**src/rtl/cbs_layer_sched_if.sv**
```systemverilog
// Handshake bundle of cbs_layer_sched: frame control, frame-RAM window requests,
// per-channel conv results in, and the valid/ready lane-sum stream out.
interface cbs_layer_sched_if #(
    parameter int LANES  = 8,
    parameter int IN_CH  = 3,
    parameter int ACC_W  = 16,
    parameter int ADDR_W = 26
);
    logic                         start;
    logic [ADDR_W-1:0]            base_addr;
    logic                         busy;
    logic                         done;
    logic                         rd_en;
    logic [ADDR_W-1:0]            rd_addr;
    logic                         conv_valid;
    logic [IN_CH*LANES*ACC_W-1:0] conv_in;
    logic                         out_valid;
    logic                         out_ready;
    logic [LANES*ACC_W-1:0]       out_data;
    logic [LANES-1:0]             out_mask;
    logic                         out_last;

    modport master (
        output start, base_addr, conv_valid, conv_in, out_ready,
        input  busy, done, rd_en, rd_addr, out_valid, out_data, out_mask, out_last
    );

    modport slave (
        input  start, base_addr, conv_valid, conv_in, out_ready,
        output busy, done, rd_en, rd_addr, out_valid, out_data, out_mask, out_last
    );
endinterface

```
**src/rtl/cbs_layer_sched.sv**
```systemverilog
// Frame tile scheduler + lane-wise channel summer; 1-cycle conv-to-FIFO latency, issue gated by credits
// (outstanding + in-flight + FIFO occupancy < FIFO_DEPTH). Define CBS_SAT_EN to saturate lane sums instead of wrapping.
module cbs_fifo #(
    parameter int W     = 8,
    parameter int DEPTH = 4
) (
    input  logic                   clk,
    input  logic                   rst,
    input  logic                   push_i,
    input  logic [W-1:0]           push_dat_i,
    input  logic                   pop_i,
    output logic [W-1:0]           pop_dat_o,
    output logic                   empty_o,
    output logic [$clog2(DEPTH):0] cnt_o
);
    localparam int AW = $clog2(DEPTH);

    logic [W-1:0]  mem_q [DEPTH];
    logic [AW-1:0] wr_q, rd_q;
    logic [AW:0]   cnt_q;
    logic          do_pop;

    assign do_pop    = pop_i && (cnt_q != '0);
    assign pop_dat_o = mem_q[rd_q];
    assign empty_o   = (cnt_q == '0);
    assign cnt_o     = cnt_q;

    always_ff @(posedge clk) begin
        if (push_i) mem_q[wr_q] <= push_dat_i;
    end

    always_ff @(posedge clk or posedge rst) begin
        if (rst) begin
            wr_q  <= '0;
            rd_q  <= '0;
            cnt_q <= '0;
        end else begin
            if (push_i) wr_q <= wr_q + 1'b1;
            if (do_pop) rd_q <= rd_q + 1'b1;
            cnt_q <= cnt_q + (AW+1)'(push_i) - (AW+1)'(do_pop);
        end
    end
endmodule

module cbs_layer_sched #(
    parameter int IMG_W      = 640,
    parameter int IMG_H      = 640,
    parameter int LANES      = 8,
    parameter int IN_CH      = 3,
    parameter int ACC_W      = 16,
    parameter int ADDR_W     = 26,
    parameter int FIFO_DEPTH = 4
) (
    input logic               clk,
    input logic               rst,
    cbs_layer_sched_if.slave  bus
);
    localparam int OR_N   = IMG_H - 2;
    localparam int OC_N   = IMG_W - 2;
    localparam int T_N    = (OC_N + LANES - 1) / LANES;
    localparam int LAST_N = OC_N - (T_N - 1) * LANES;
    localparam int RW     = $clog2(OR_N + 1);
    localparam int TW     = $clog2(T_N + 1);
    localparam int CNT_W  = $clog2(FIFO_DEPTH) + 1;
    localparam int CW     = CNT_W + 1;
    localparam int OW     = LANES * ACC_W + LANES + 1;
`ifdef CBS_SAT_EN
    localparam int EXT    = $clog2(IN_CH);
    localparam int SW     = ACC_W + EXT;
`else
    localparam int SW     = ACC_W;
`endif

    localparam logic [RW-1:0]     R_LAST    = RW'(OR_N - 1);
    localparam logic [TW-1:0]     T_LAST    = TW'(T_N - 1);
    localparam logic [ADDR_W-1:0] TILE_INC  = ADDR_W'(LANES);
    localparam logic [ADDR_W-1:0] WRAP_INC  = ADDR_W'(IMG_W - (T_N - 1) * LANES);
    localparam logic [LANES-1:0]  FULL_MASK = {LANES{1'b1}};
    localparam logic [LANES-1:0]  TAIL_MASK = FULL_MASK >> (LANES - LAST_N);

    localparam logic [1:0] S_IDLE  = 2'd0;
    localparam logic [1:0] S_ISSUE = 2'd1;
    localparam logic [1:0] S_DRAIN = 2'd2;
    localparam logic [1:0] S_FIN   = 2'd3;

    logic [1:0]             state_q, state_d;
    logic [ADDR_W-1:0]      addr_q, addr_d;
    logic [RW-1:0]          row_q, row_d;
    logic [TW-1:0]          tile_q, tile_d;
    logic                   pipe_vld_q;
    logic [LANES*ACC_W-1:0] pipe_dat_q;
    logic [LANES:0]         pipe_tag_q;

    logic                   issue, is_last, acc, credit_ok;
    logic [LANES:0]         tag_head;
    logic                   tag_empty, ofifo_empty;
    logic [CNT_W-1:0]       tag_cnt, ofifo_cnt;
    logic [OW-1:0]          ofifo_head;
    logic [LANES*ACC_W-1:0] sum_dat;
    logic signed [ACC_W-1:0] ch;
    logic signed [SW-1:0]    lane_s;

    // The tag FIFO holds one entry per outstanding request, so its count is the outstanding count.
    assign credit_ok = (CW'(tag_cnt) + CW'(pipe_vld_q) + CW'(ofifo_cnt)) < CW'(FIFO_DEPTH);
    assign issue     = (state_q == S_ISSUE) && credit_ok;
    assign is_last   = (row_q == R_LAST) && (tile_q == T_LAST);
    assign acc       = bus.conv_valid && !tag_empty;

    always_comb begin
        state_d = state_q;
        addr_d  = addr_q;
        row_d   = row_q;
        tile_d  = tile_q;
        case (state_q)
            S_IDLE: if (bus.start) begin
                state_d = S_ISSUE;
                addr_d  = bus.base_addr;
                row_d   = '0;
                tile_d  = '0;
            end
            S_ISSUE: if (issue) begin
                if (is_last) begin
                    state_d = S_DRAIN;
                end else if (tile_q == T_LAST) begin
                    tile_d = '0;
                    row_d  = row_q + 1'b1;
                    addr_d = addr_q + WRAP_INC;
                end else begin
                    tile_d = tile_q + 1'b1;
                    addr_d = addr_q + TILE_INC;
                end
            end
            S_DRAIN: if (tag_empty && !pipe_vld_q && ofifo_empty) state_d = S_FIN;
            default: state_d = S_IDLE;
        endcase
    end

    always_comb begin
        sum_dat = '0;
        ch      = '0;
        lane_s  = '0;
        for (int l = 0; l < LANES; l++) begin
            lane_s = '0;
            for (int c = 0; c < IN_CH; c++) begin
                ch     = bus.conv_in[(c*LANES+l)*ACC_W +: ACC_W];
                lane_s = lane_s + SW'(ch);
            end
`ifdef CBS_SAT_EN
            if (lane_s[SW-1:ACC_W-1] != {(EXT+1){lane_s[SW-1]}})
                sum_dat[l*ACC_W +: ACC_W] = lane_s[SW-1] ? {1'b1, {(ACC_W-1){1'b0}}}
                                                         : {1'b0, {(ACC_W-1){1'b1}}};
            else
                sum_dat[l*ACC_W +: ACC_W] = lane_s[ACC_W-1:0];
`else
            sum_dat[l*ACC_W +: ACC_W] = lane_s;
`endif
        end
    end

    always_ff @(posedge clk or posedge rst) begin
        if (rst) begin
            state_q    <= S_IDLE;
            addr_q     <= '0;
            row_q      <= '0;
            tile_q     <= '0;
            pipe_vld_q <= 1'b0;
            pipe_dat_q <= '0;
            pipe_tag_q <= '0;
        end else begin
            state_q    <= state_d;
            addr_q     <= addr_d;
            row_q      <= row_d;
            tile_q     <= tile_d;
            pipe_vld_q <= acc;
            if (acc) begin
                pipe_dat_q <= sum_dat;
                pipe_tag_q <= tag_head;
            end
        end
    end

    cbs_fifo #(.W(LANES + 1), .DEPTH(FIFO_DEPTH)) u_tag_fifo (
        .clk       (clk),
        .rst       (rst),
        .push_i    (issue),
        .push_dat_i({is_last, (tile_q == T_LAST) ? TAIL_MASK : FULL_MASK}),
        .pop_i     (acc),
        .pop_dat_o (tag_head),
        .empty_o   (tag_empty),
        .cnt_o     (tag_cnt)
    );

    cbs_fifo #(.W(OW), .DEPTH(FIFO_DEPTH)) u_out_fifo (
        .clk       (clk),
        .rst       (rst),
        .push_i    (pipe_vld_q),
        .push_dat_i({pipe_tag_q, pipe_dat_q}),
        .pop_i     (bus.out_ready),
        .pop_dat_o (ofifo_head),
        .empty_o   (ofifo_empty),
        .cnt_o     (ofifo_cnt)
    );

    assign bus.busy      = (state_q == S_ISSUE) || (state_q == S_DRAIN);
    assign bus.done      = (state_q == S_FIN);
    assign bus.rd_en     = issue;
    assign bus.rd_addr   = addr_q;
    assign bus.out_valid = !ofifo_empty;
    assign {bus.out_last, bus.out_mask, bus.out_data} = ofifo_empty ? '0 : ofifo_head;
endmodule
```
**src/flat_wrapper.sv**
```systemverilog
// flat-port wrapper written by rule: the top's interface ports become plain ports
module cbs_layer_sched_flat 
#(
    parameter int IMG_W      = 640,
    parameter int IMG_H      = 640,
    parameter int LANES      = 8,
    parameter int IN_CH      = 3,
    parameter int ACC_W      = 16,
    parameter int ADDR_W     = 26,
    parameter int FIFO_DEPTH = 4
)
  (clk, rst, bus_start, bus_base_addr, bus_conv_valid, bus_conv_in, bus_out_ready, bus_busy, bus_done, bus_rd_en, bus_rd_addr, bus_out_valid, bus_out_data, bus_out_mask, bus_out_last);
  cbs_layer_sched_if #(.LANES(LANES), .IN_CH(IN_CH), .ACC_W(ACC_W), .ADDR_W(ADDR_W)) bus_i ();
  input logic clk;
  input logic rst;
  input wire logic [$bits(bus_i.start)-1:0] bus_start;
  input wire logic [$bits(bus_i.base_addr)-1:0] bus_base_addr;
  input wire logic [$bits(bus_i.conv_valid)-1:0] bus_conv_valid;
  input wire logic [$bits(bus_i.conv_in)-1:0] bus_conv_in;
  input wire logic [$bits(bus_i.out_ready)-1:0] bus_out_ready;
  output wire logic [$bits(bus_i.busy)-1:0] bus_busy;
  output wire logic [$bits(bus_i.done)-1:0] bus_done;
  output wire logic [$bits(bus_i.rd_en)-1:0] bus_rd_en;
  output wire logic [$bits(bus_i.rd_addr)-1:0] bus_rd_addr;
  output wire logic [$bits(bus_i.out_valid)-1:0] bus_out_valid;
  output wire logic [$bits(bus_i.out_data)-1:0] bus_out_data;
  output wire logic [$bits(bus_i.out_mask)-1:0] bus_out_mask;
  output wire logic [$bits(bus_i.out_last)-1:0] bus_out_last;
  assign bus_i.start = bus_start;
  assign bus_i.base_addr = bus_base_addr;
  assign bus_i.conv_valid = bus_conv_valid;
  assign bus_i.conv_in = bus_conv_in;
  assign bus_i.out_ready = bus_out_ready;
  assign bus_busy = bus_i.busy;
  assign bus_done = bus_i.done;
  assign bus_rd_en = bus_i.rd_en;
  assign bus_rd_addr = bus_i.rd_addr;
  assign bus_out_valid = bus_i.out_valid;
  assign bus_out_data = bus_i.out_data;
  assign bus_out_mask = bus_i.out_mask;
  assign bus_out_last = bus_i.out_last;
  cbs_layer_sched #(.IMG_W(IMG_W), .IMG_H(IMG_H), .LANES(LANES), .IN_CH(IN_CH), .ACC_W(ACC_W), .ADDR_W(ADDR_W), .FIFO_DEPTH(FIFO_DEPTH)) u_core (.clk(clk), .rst(rst), .bus(bus_i));
endmodule
```
**config.mk**
```make
export PLATFORM = sky130hd
export DESIGN_NAME = cbs_layer_sched_flat
export DESIGN_NICKNAME = d
export VERILOG_FILES = /design/src/rtl/cbs_layer_sched_if.sv /design/src/rtl/cbs_layer_sched.sv /design/src/flat_wrapper.sv
export SDC_FILE = /design/constraint.sdc
export NUM_CORES = 1
export LEC_CHECK = 0
export ABC_AREA = 1
export CAP_MARGIN = 20
export CORE_ASPECT_RATIO = 1.2
export CORE_UTILIZATION = 55
export CTS_CLUSTER_SIZE = 10
export DETAILED_ROUTE_END_ITERATION = 7
export PLACE_DENSITY = 0.81
export SETUP_SLACK_MARGIN = 0.05
export SKIP_LAST_GASP = 1
export SLEW_MARGIN = 20
export SYNTH_ARGS = -nofsm -noshare
export SYNTH_HDL_FRONTEND = slang
export SYNTH_SLANG_ARGS = --single-unit
```
**constraint.sdc**
```tcl
create_clock -name clk -period 6.5 [get_ports clk]
set_clock_uncertainty 0.2 [all_clocks]
set_input_delay 0.65 -clock clk [delete_from_list [all_inputs] [get_ports clk]]
set_output_delay 0.65 -clock clk [all_outputs]
set_load 0.02 [all_outputs]
```
; After elaboration in Yosys (flattened, before gate mapping)
; Memories as Yosys holds them, arrays and structs flattened. A register that Yosys moved wholly into a read port is not among the register bits.
; Index checks and enable logic that the tools add are counted.
[totals]
reg_bits = 188
ram_bits = 584
inputBits = 415
out_inout_bits = 167
n_memories = 2
[memory_table]
columns = name, depth, width, rd, rd_ports_with_merged_regs, write_ports, line_no
row1 = u_core.u_out_fifo.mem_q, 4, 137, 1, 0, 1, cbs_layer_sched.sv:18  ; logic [W-1:0] mem_q [DEPTH];
row2 = u_core.u_tag_fifo.mem_q, 4, 9, 1, 1, 1, cbs_layer_sched.sv:18
[op_classes]
addsub = 29
order_cmp = 1
n_eq_ne = 11
muxes = 25
n_reduce_logical = 20
[ops]
columns = operator, count
row1 = $add 16x16->16, 16
row2 = $mux 137, 1
row3 = $mux 26, 3
row4 = $pmux 26 s2, 1
row5 = $mux 10, 4
row6 = $mux 7, 4
row7 = $add 26x4->26 const B, 1
row8 = $pmux 10 s2, 1
row9 = $pmux 7 s2, 1
row10 = $add 10x1->10 const B, 1
row11 = $eq 10x10->1 const B, 1
row12 = $add 2x1->2 const B, 4
row13 = $mux 2, 4
row14 = $mux 8, 1
row15 = $ne 2x2->1 const B, 4
row16 = $reduce_and 4->1, 2
row17 = $add 7x1->7 const B, 1
row18 = $eq 7x7->1 const B, 1
row19 = $logic_and 1x1->1, 7
row20 = $add 3x1->3, 2
row21 = $logic_not 3->1, 2
row22 = $pmux 2 s3, 1
row23 = $reduce_bool 3->1, 2
row24 = $sub 3x1->3, 2
row25 = 12 further kinds, 19

; Depth between registers and ports, before layout
; Gate-level depths: netlist (run 1).
[logic_depth]
depth_word = 6
ltp_mapped = 14
ltp_nobuf = 14

; Hierarchy
; Synthesis (run 1) repeated with hierarchy kept, for this count alone.
[unflattened]
hier_cells = 4653
hier_area_um2 = 42130.4
[modules_own_cells]
columns = mod, n_inst, cells_each, area_per_inst_um2, seq_area_each_um2
row1 = cbs_fifo at u_core.u_out_fifo, 1, 1791, 21972.3, 16631.0
row2 = cbs_layer_sched, 1, 2694, 18313.8, 4579.4
row3 = cbs_fifo at u_core.u_tag_fifo, 1, 168, 1844.3, 1256.2

; Least setup slack after synthesis (run 1)
; Ideal clock, no wire load.
[synth_timing]
path_type = register -> register
startpoint = register u_core.u_out_fifo.wr_q[0]
endpoint = memory u_core.u_out_fifo.mem_q[2][0] in the netlist's numbering (enable)
setup_ps = 484
arrival_ps = 3178
t_required_ps = 5816
path_slack_ps = 2638
path_stages_with_launch = 5
synth_period_minus_slack_ps = 3862
path_cell_list = dfrtp_1 > inv_1 > ha_1 > nand2_1 > inv_1
[synth_lines]
columns = element, line_no
row1 = start: declaration, cbs_layer_sched.sv:19  ; logic [AW-1:0] wr_q, rd_q;
row2 = start signal: assignment, cbs_layer_sched.sv:38  ; if (push_i) wr_q <= wr_q + 1'b1;
row3 = end: declaration, cbs_layer_sched.sv:18
; Straight into the memory's write port.

; Worst setup path after layout (run 1)
[layout_timing]
startpoint = register u_core.u_out_fifo.rd_q[1]
endpoint = output bus_out_data[24]
[layout_via]
elab_chain_cells = 2
[layout_lines]
columns = element, line_no
row1 = start: declaration, cbs_layer_sched.sv:19
row2 = start signal: assignment, cbs_layer_sched.sv:39  ; if (do_pop) rd_q <= rd_q + 1'b1;
row3 = $mem_v2 4x137, -
row4 = $mux 137, cbs_layer_sched.sv:209  ; assign {bus.out_last, bus.out_mask, bus.out_data} = ofifo_empty ? '0 : ofifo_head;
row5 = end: declaration, flat_wrapper.sv:26  ; output wire logic [$bits(bus_i.out_data)-1:0] bus_out_data;
; No other way between the ends.

==> flow_metrics.tcl, run 1 <==
set metrics [dict create \
    outcome "finished clean" \
    antenna_found_initial 1 \
    grtUsageTotal_pct 29.0 \
    grt_remaining_overflow 0 \
    wire_per_inst_um 18.6 \
    synth-xor-area-share_pct 1.40 \
    first_iter_violations 2683 \
    areaGrowthSynthToFinish_pct 23.5 \
    synthAdderAreaFrac_pct 11.3 \
    grt_pass1_vias 30000 \
    nets 5212 \
    hold_buffers 0 \
    routed_via_density 5.47 \
    power.density_mw_per_mm2 456 \
    num_vias 30100 \
    rsz0062_at_grt "no" \
    power.total_uw 21500 \
    place.port_buffers 581 \
    die_y_um 291 \
    final_layout_size_suffix_gt1_share_pct 3.38 \
    cts_resized 0 \
    htree_levels 3 \
    start_util_pct 55.8 \
    synth_top_family_by_area "simple AND/OR/NAND/NOR gates" \
    tightest_slew_ps 1070 \
    required_ps 5650 \
    setup_viol 0 \
    cp_max_fo 67 \
    drc 0 \
    numCtsBuffers 83 \
    final_antenna_net_count 0 \
    synth_nets 4679 \
    synth_compound_area_share_pct 7.73 \
    cp-end-kind "primary output" \
    ys_ff_latch 723 \
    post-place-ws_ps 2300 \
    async_reset_ff_share_pct 26.4 \
    fin_crit_ps 4930 \
    final.setup.tns_ps 0 \
    grt_pass1_wl_um 160000 \
    core-area_mm2 0.0684 \
    clk_pin_slew_ps 60 \
    routed_wl_um 102000 \
    synth-edff-count 532 \
    clockRootBuffer "clkbuf_16" \
    vdd_drop_max_mv 0.389 \
    numClockSinks 723 \
    r2r_slack_ps 2790 \
    fin_ws_ps 1570 \
    drv_slew 0 \
    yosys_warnings 0 \
    die_w_um 242 \
    cts.path.max_buffers 3 \
    hp-class "reg2reg" \
    num_rows 105 \
    nFillCells 5076 \
    synthMuxAreaShare_pct 0.0262 \
    p_leak_uw 0.0194 \
    maxSlewHeadroom_pct 28.4 \
    hold_viol 0 \
    clock_latency_ps 620 \
    io_pins 582 \
    netlist_area_mm2 0.0382 \
    dp_hpwl_um 69000 \
    postCtsSetupBuffers 0 \
    cts_tree "done" \
    worstSetupPathType "reg2out" \
    syn_inst 3998 \
    grt_max_degree 153 \
    synth_flop_cell "edfxtp_1" \
    yosys.area_share.simple_pct 20.3 \
    ys_seq_area_share_pct 54.4 \
    finalCritPeriodShare_pct 75.9 \
    critPathLaunchType "flop" \
    ys_types 40 \
    cap_violations 0 \
    syn_avg_cell_area_um2 9.55 \
    place_congestion 0.945 \
    fmax_ghz 0.203 \
    dieArea_mm2 0.0705 \
    cp.arrival_ps 4080 \
    dr.pass1.iters 6 \
]
power breakdown:
part / internal [uW] / switching (uW) / total (uW) / leakage, uW
logic: 3460 / 5880 / 9340 / 0.0110
registers: 6890 / 1030 / 7920 / 0.00724
clock network: 2460 / 1790 / 4250 / 0.00116
synthesized netlist by cell type, types with 3 or more instances:
library cell,instances,area [um2]
o21ai_2,3,26.3
inv_1,313,1170
nand4_1,37,231
o21bai_1,4,30.0
xor2_1,29,254
or2_2,19,119
clkinv_1,4,15.0
buf_1,18,67.6
o21ai_0,338,1690
buf_6,5,56.3
o21ai_1,11,55.1
nand2_2,3,18.8
nor3_1,20,100
dfrtp_1,191,4780
buf_2,41,205
ha_1,136,1700
fa_1,130,2600
nand3_1,192,961
xnor2_1,32,280
nand2_1,901,3380
edfxtp_1,532,16000
buf_4,7,52.6
nor2_1,671,2520
a21oi_1,217,1090
nand3b_1,31,233
clkbuf_1,79,297
and2_1,16,100
critical path: stages (launching register included):
cell and delay (ps):
dfrtp_4 1060, inv_4 510, buf_12 410, nor2_1 170
o21ai_0 130, a21oi_1 320, clkdlybuf4s50_1 670
routing by layer:
metal,vias up,part of all wire [%],GRT usage (%)
met3,222,6.4,4.22
met2,1185,51,50.8
met1,14400,39,35.7
li1,14300,-,-
met5,-,0,0
met4,0,3.9,12.3
path summary, 6_finish.rpt:
kind | from | end | cells after the start
max | u_core.u_out_fifo.rd_q[1] | bus_out_data[24] | 6
min | u_core.pipe_dat_q[25] | u_core.u_out_fifo.mem_q[2][25] | 0
max reg2reg | u_core.state_q[1] | u_core.u_tag_fifo.cnt_o[2] | 11
min reg2reg | u_core.pipe_dat_q[25] | u_core.u_out_fifo.mem_q[2][25] | 0
max in group asynchronous | rst | u_core.pipe_dat_q[101] | 3
min in group asynchronous | rst | u_core.pipe_dat_q[48] | 2
state kept, by name (all words and copies together) (netlist names), 7 cells and up:
signal	cells
u_core.bus.rd_addr	26
u_core.pipe_dat_q	128
u_core.row_q	10
u_core.u_tag_fifo.mem_q	8
u_core.tile_q	7
u_core.u_out_fifo.mem_q	524
cells in the final DEF (no fill, tap or decap), types with 3 or more instances in the layout:
cell type / synthesis / layout
xnor2_1: 32 / 32
nor2_1: 671 / 671
inv_4: 1 / 3
nand2_2: 3 / 3
clkinv_1: 4 / 3
inv_6: 0 / 7
buf_12: 0 / 4
o21ai_1: 11 / 11
nand2_1: 901 / 900
o21bai_1: 4 / 4
clkbuf_16: 0 / 84
o21ai_2: 3 / 3
o21ai_0: 338 / 338
clkbuf_1: 79 / 52
xor2_1: 29 / 29
inv_1: 313 / 308
edfxtp_1: 532 / 532
nor3_1: 20 / 20
dfrtp_1: 191 / 189
clkdlybuf4s50_1: 0 / 581
a21oi_1: 217 / 217
nand3_1: 192 / 192
nand3b_1: 31 / 31
and2_1: 16 / 16
ha_1: 136 / 136
nand4_1: 37 / 37
clkinv_8: 0 / 3
fa_1: 130 / 130
or2_2: 19 / 19
buf_4: 7 / 13
final cells by class:
cell class | instances | area (um2) | area share (%)
multi-input cells | 2806 | 15500 | 33.0
flip-flops and latches | 723 | 20800 | 44.1
clock inverters | 10 | 154 | 0.327
repair buffers | 598 | 5990 | 12.7
inverters | 319 | 1240 | 2.63
diodes | 1 | 2.50 | 0.00531
well taps | 909 | 1140 | 2.41
clock buffers | 136 | 2300 | 4.87
kinds of logic (layout without fill, tap and decap cells):
kind of cell,count (synthesis),after routing
flops,723,723
other cells,0,1
compound gates,580,580
buf+inv,469,1063
mux,1,1
fa+ha+maj,266,266
xor+xnor,61,61
simple gates,1898,1898
per-stage QoR:
| stage | util [%] | instance area, um2 | std cells | hold WS [ps] |
|---|---|---|---|---|
| 6_report | 68.9 | 47100 | 5502 | 307 |
| 5_1_grt | 68.9 | 47100 | 5502 | 325 |
| 4_1_cts | 68.8 | 47100 | 5501 | 307 |
| 3_5_place_dp | 65.3 | 44700 | 5355 | 297 |
| 3_3_place_gp | 65.3 | 44700 | 5355 | 291 |
| 2_1_floorplan | - | 38200 | 3998 | 269 |
Power figures use the tool's default switching activity.
==> run 2, diff against run 1 <==
--- a/config.mk
+++ b/config.mk
@@ -8,10 +8,10 @@
 export ABC_AREA = 1
 export CAP_MARGIN = 20
 export CORE_ASPECT_RATIO = 1.2
-export CORE_UTILIZATION = 55
+export CORE_UTILIZATION = 50
 export CTS_CLUSTER_SIZE = 10
 export DETAILED_ROUTE_END_ITERATION = 7
-export PLACE_DENSITY = 0.81
+export PLACE_DENSITY = 0.78
 export SETUP_SLACK_MARGIN = 0.05
 export SKIP_LAST_GASP = 1
 export SLEW_MARGIN = 20
==> constraint.sdc (replaced) <==
create_clock -name clk -period 4.3 [get_ports clk]
set_clock_uncertainty 0.2 [all_clocks]
set_input_delay 0.43 -clock clk [delete_from_list [all_inputs] [get_ports clk]]
set_output_delay 0.43 -clock clk [all_outputs]
set_load 0.02 [all_outputs]
==> run 2 against run 1 <==
Global-route usage down 2.6 points. Highest routed layer unchanged. Sequential power up 49%. Wire length down 0.16%. Setup slack worse by 1100 ps.
==> flow_metrics.tcl, run 2 (synthesis gave the netlist of run 1 again) <==
set metrics [dict create \
    outcome "finished clean" \
    cts_tree "done" \
    cts.path.max_buffers 3 \
    routed_wl_um 102000 \
    drv_slew 0 \
    cpMostUsedCell "nor2_1" \
    post-place-ws_ps 1040 \
    first_iter_violations 2292 \
    num_rows 110 \
    place.port_buffers 581 \
    largest_register_ffs 524 \
    worst-path-buf-inv 3 \
    cp-end-kind "primary output" \
    cp_cell_sequence "buf_12, buf_4, nor2_1, nor2_1, o21ai_0, a21oi_1, clkdlybuf4s50_1" \
    grt_remaining_overflow 0 \
    r2r_slack_ps 1260 \
    antennaDiodeCount 0 \
    numClockSinks 723 \
    grt_pass1_wl_um 158000 \
    start_util_pct 50.7 \
    hold_buffers 0 \
    grtUsageTotal_pct 26.4 \
    finalCritPeriodShare_pct 88.7 \
    layout_common_cells "nand2_1, nor2_1, clkdlybuf4s50_1, edfxtp_1, o21ai_0" \
    io_pins 582 \
    vdd_drop_max_mv 0.507 \
    largest-register "u_core.u_out_fifo.mem_q" \
    htree_levels 3 \
    hold_viol 0 \
    cpPeakStageDelay_ps 660 \
    die_w_um 254 \
    critPathLaunchType "flop" \
    reg2regPathDepth 11 \
    final_layout_size_suffix_gt1_share_pct 3.85 \
    place_congestion 0.914 \
    p_sw_uw 13200 \
    startpoint "u_core.u_out_fifo.rd_q[0]" \
    p_seq_share_pct 36.2 \
    reg2reg_from "u_core.u_out_fifo.cnt_o[1]" \
    cap_violations 0 \
    cp_slowest_cell "clkdlybuf4s50_1" \
    switching_share_pct 40.5 \
    grt_max_degree 187 \
    nets 5235 \
    antenna_found_initial 1 \
    power.density_mw_per_mm2 688 \
    numCtsBuffers 83 \
    wire_per_inst_um 18.2 \
    routed_via_density 5.29 \
    fin_ws_ps 484 \
    p_clk_share_pct 19.6 \
    core-area_mm2 0.0753 \
    path_depth 7 \
    maxSlewHeadroom_pct 32.2 \
    critPathTopFamily "buffers and inverters" \
    worstSetupPathType "reg2out" \
    p_comb_share_pct 44.3 \
    drc 0 \
    final.setup.tns_ps 0 \
    dr.pass1.iters 5 \
    postCtsSetupBuffers 0 \
    cp_max_fo 71 \
    areaGrowthSynthToFinish_pct 24.5 \
    p_leak_uw 0.0195 \
    clockRootBuffer "clkbuf_16" \
    hp-class "in2reg" \
    num_vias 29800 \
    p_int_uw 19400 \
    tightest_slew_ps 1020 \
    die_y_um 305 \
    required_ps 3670 \
    cp.arrival_ps 3190 \
    dieArea_mm2 0.0774 \
    fin_crit_ps 3820 \
    reg2reg_to "u_core.u_tag_fifo.cnt_o[2]" \
    final_antenna_net_count 0 \
    rsz0062_at_grt "no" \
    fmax_ghz 0.262 \
    clk_pin_slew_ps 50 \
    grt_pass1_vias 30100 \
    clock_latency_ps 620 \
    final_common_cell "nand2_1" \
    dp_hpwl_um 70700 \
    setup_viol 0 \
    cts_resized 0 \
    worstSetupEndpoint "bus_out_data[70]" \
]
run 2: cell count changes in the layout (fill, tap and decap cells not counted), sizes merged:
| cell | delta |
|---|---|
| diode | -1 |
| bufinv | -1 |
| clkinvlp | +2 |
| buf | +23 |
| clkbuf | +5 |
run 2: final cells by class:
class	count	area, um2
fillers	5925	27800
flip-flops and latches	723	20800
multi-input cells	2806	15500
repair buffers	621	6270
clock buffers	141	2290
well taps	1008	1260
inverters	319	1230
clock inverters	11	143
run 2: tightest hold or removal path: stages:
cell             delay (ps)
clkdlybuf4s50_1         390
nand3_1                  80
nand2_1                  40
run 2: worst min-delay path by stage:
stage                            from                               to  slack, ps  cells past startpoint
2_1_floorplan    u_core.pipe_tag_q[5]  u_core.u_out_fifo.mem_q[0][133]        270                      0
3_3_place_gp   u_core.pipe_dat_q[107]  u_core.u_out_fifo.mem_q[3][107]        290                      0
3_5_place_dp    u_core.pipe_dat_q[62]   u_core.u_out_fifo.mem_q[3][62]        300                      0
4_1_cts              bus_base_addr[0]            u_core.bus.rd_addr[0]        120                      3
5_1_grt              bus_base_addr[0]            u_core.bus.rd_addr[0]        180                      3
6_report             bus_base_addr[0]            u_core.bus.rd_addr[0]        150                      3
run 2: per-stage QoR:
stage          cell area, um2  utilization [%]  power (uW)  hold WS (ps)  instances
2_1_floorplan           38200                -       20100           269       3998
3_3_place_gp            45100             59.9       26000           291       5477
3_5_place_dp            45100             59.9       26300           299       5477
4_1_cts                 47500             63.1       32800           125       5629
5_1_grt                 47500             63.1       34600           182       5629
6_report                47500             63.1       32700           155       5629
run 2: power groups by stage:
stage | clock network [uW] | registers [uW] | logic, uW
floorplan | 0 | 11600 | 8520
global placement | 0 | 11700 | 14200
detailed placement | 0 | 11900 | 14400
CTS | 6480 | 11800 | 14500
global route | 6750 | 12000 | 15800
finish | 6390 | 11800 | 14500
run 2: layer usage:
| metal | GRT usage [%] | vias to the layer above | wire length [um] |
|---|---|---|---|
| met3 | 3.99 | 207 | 6660 |
| met5 | 0 | - | 0 |
| li1 | - | 14400 | - |
| met1 | 32.5 | 14100 | 40000 |
| met2 | 45.6 | 1092 | 51100 |
| met4 | 11.8 | 0 | 4350 |
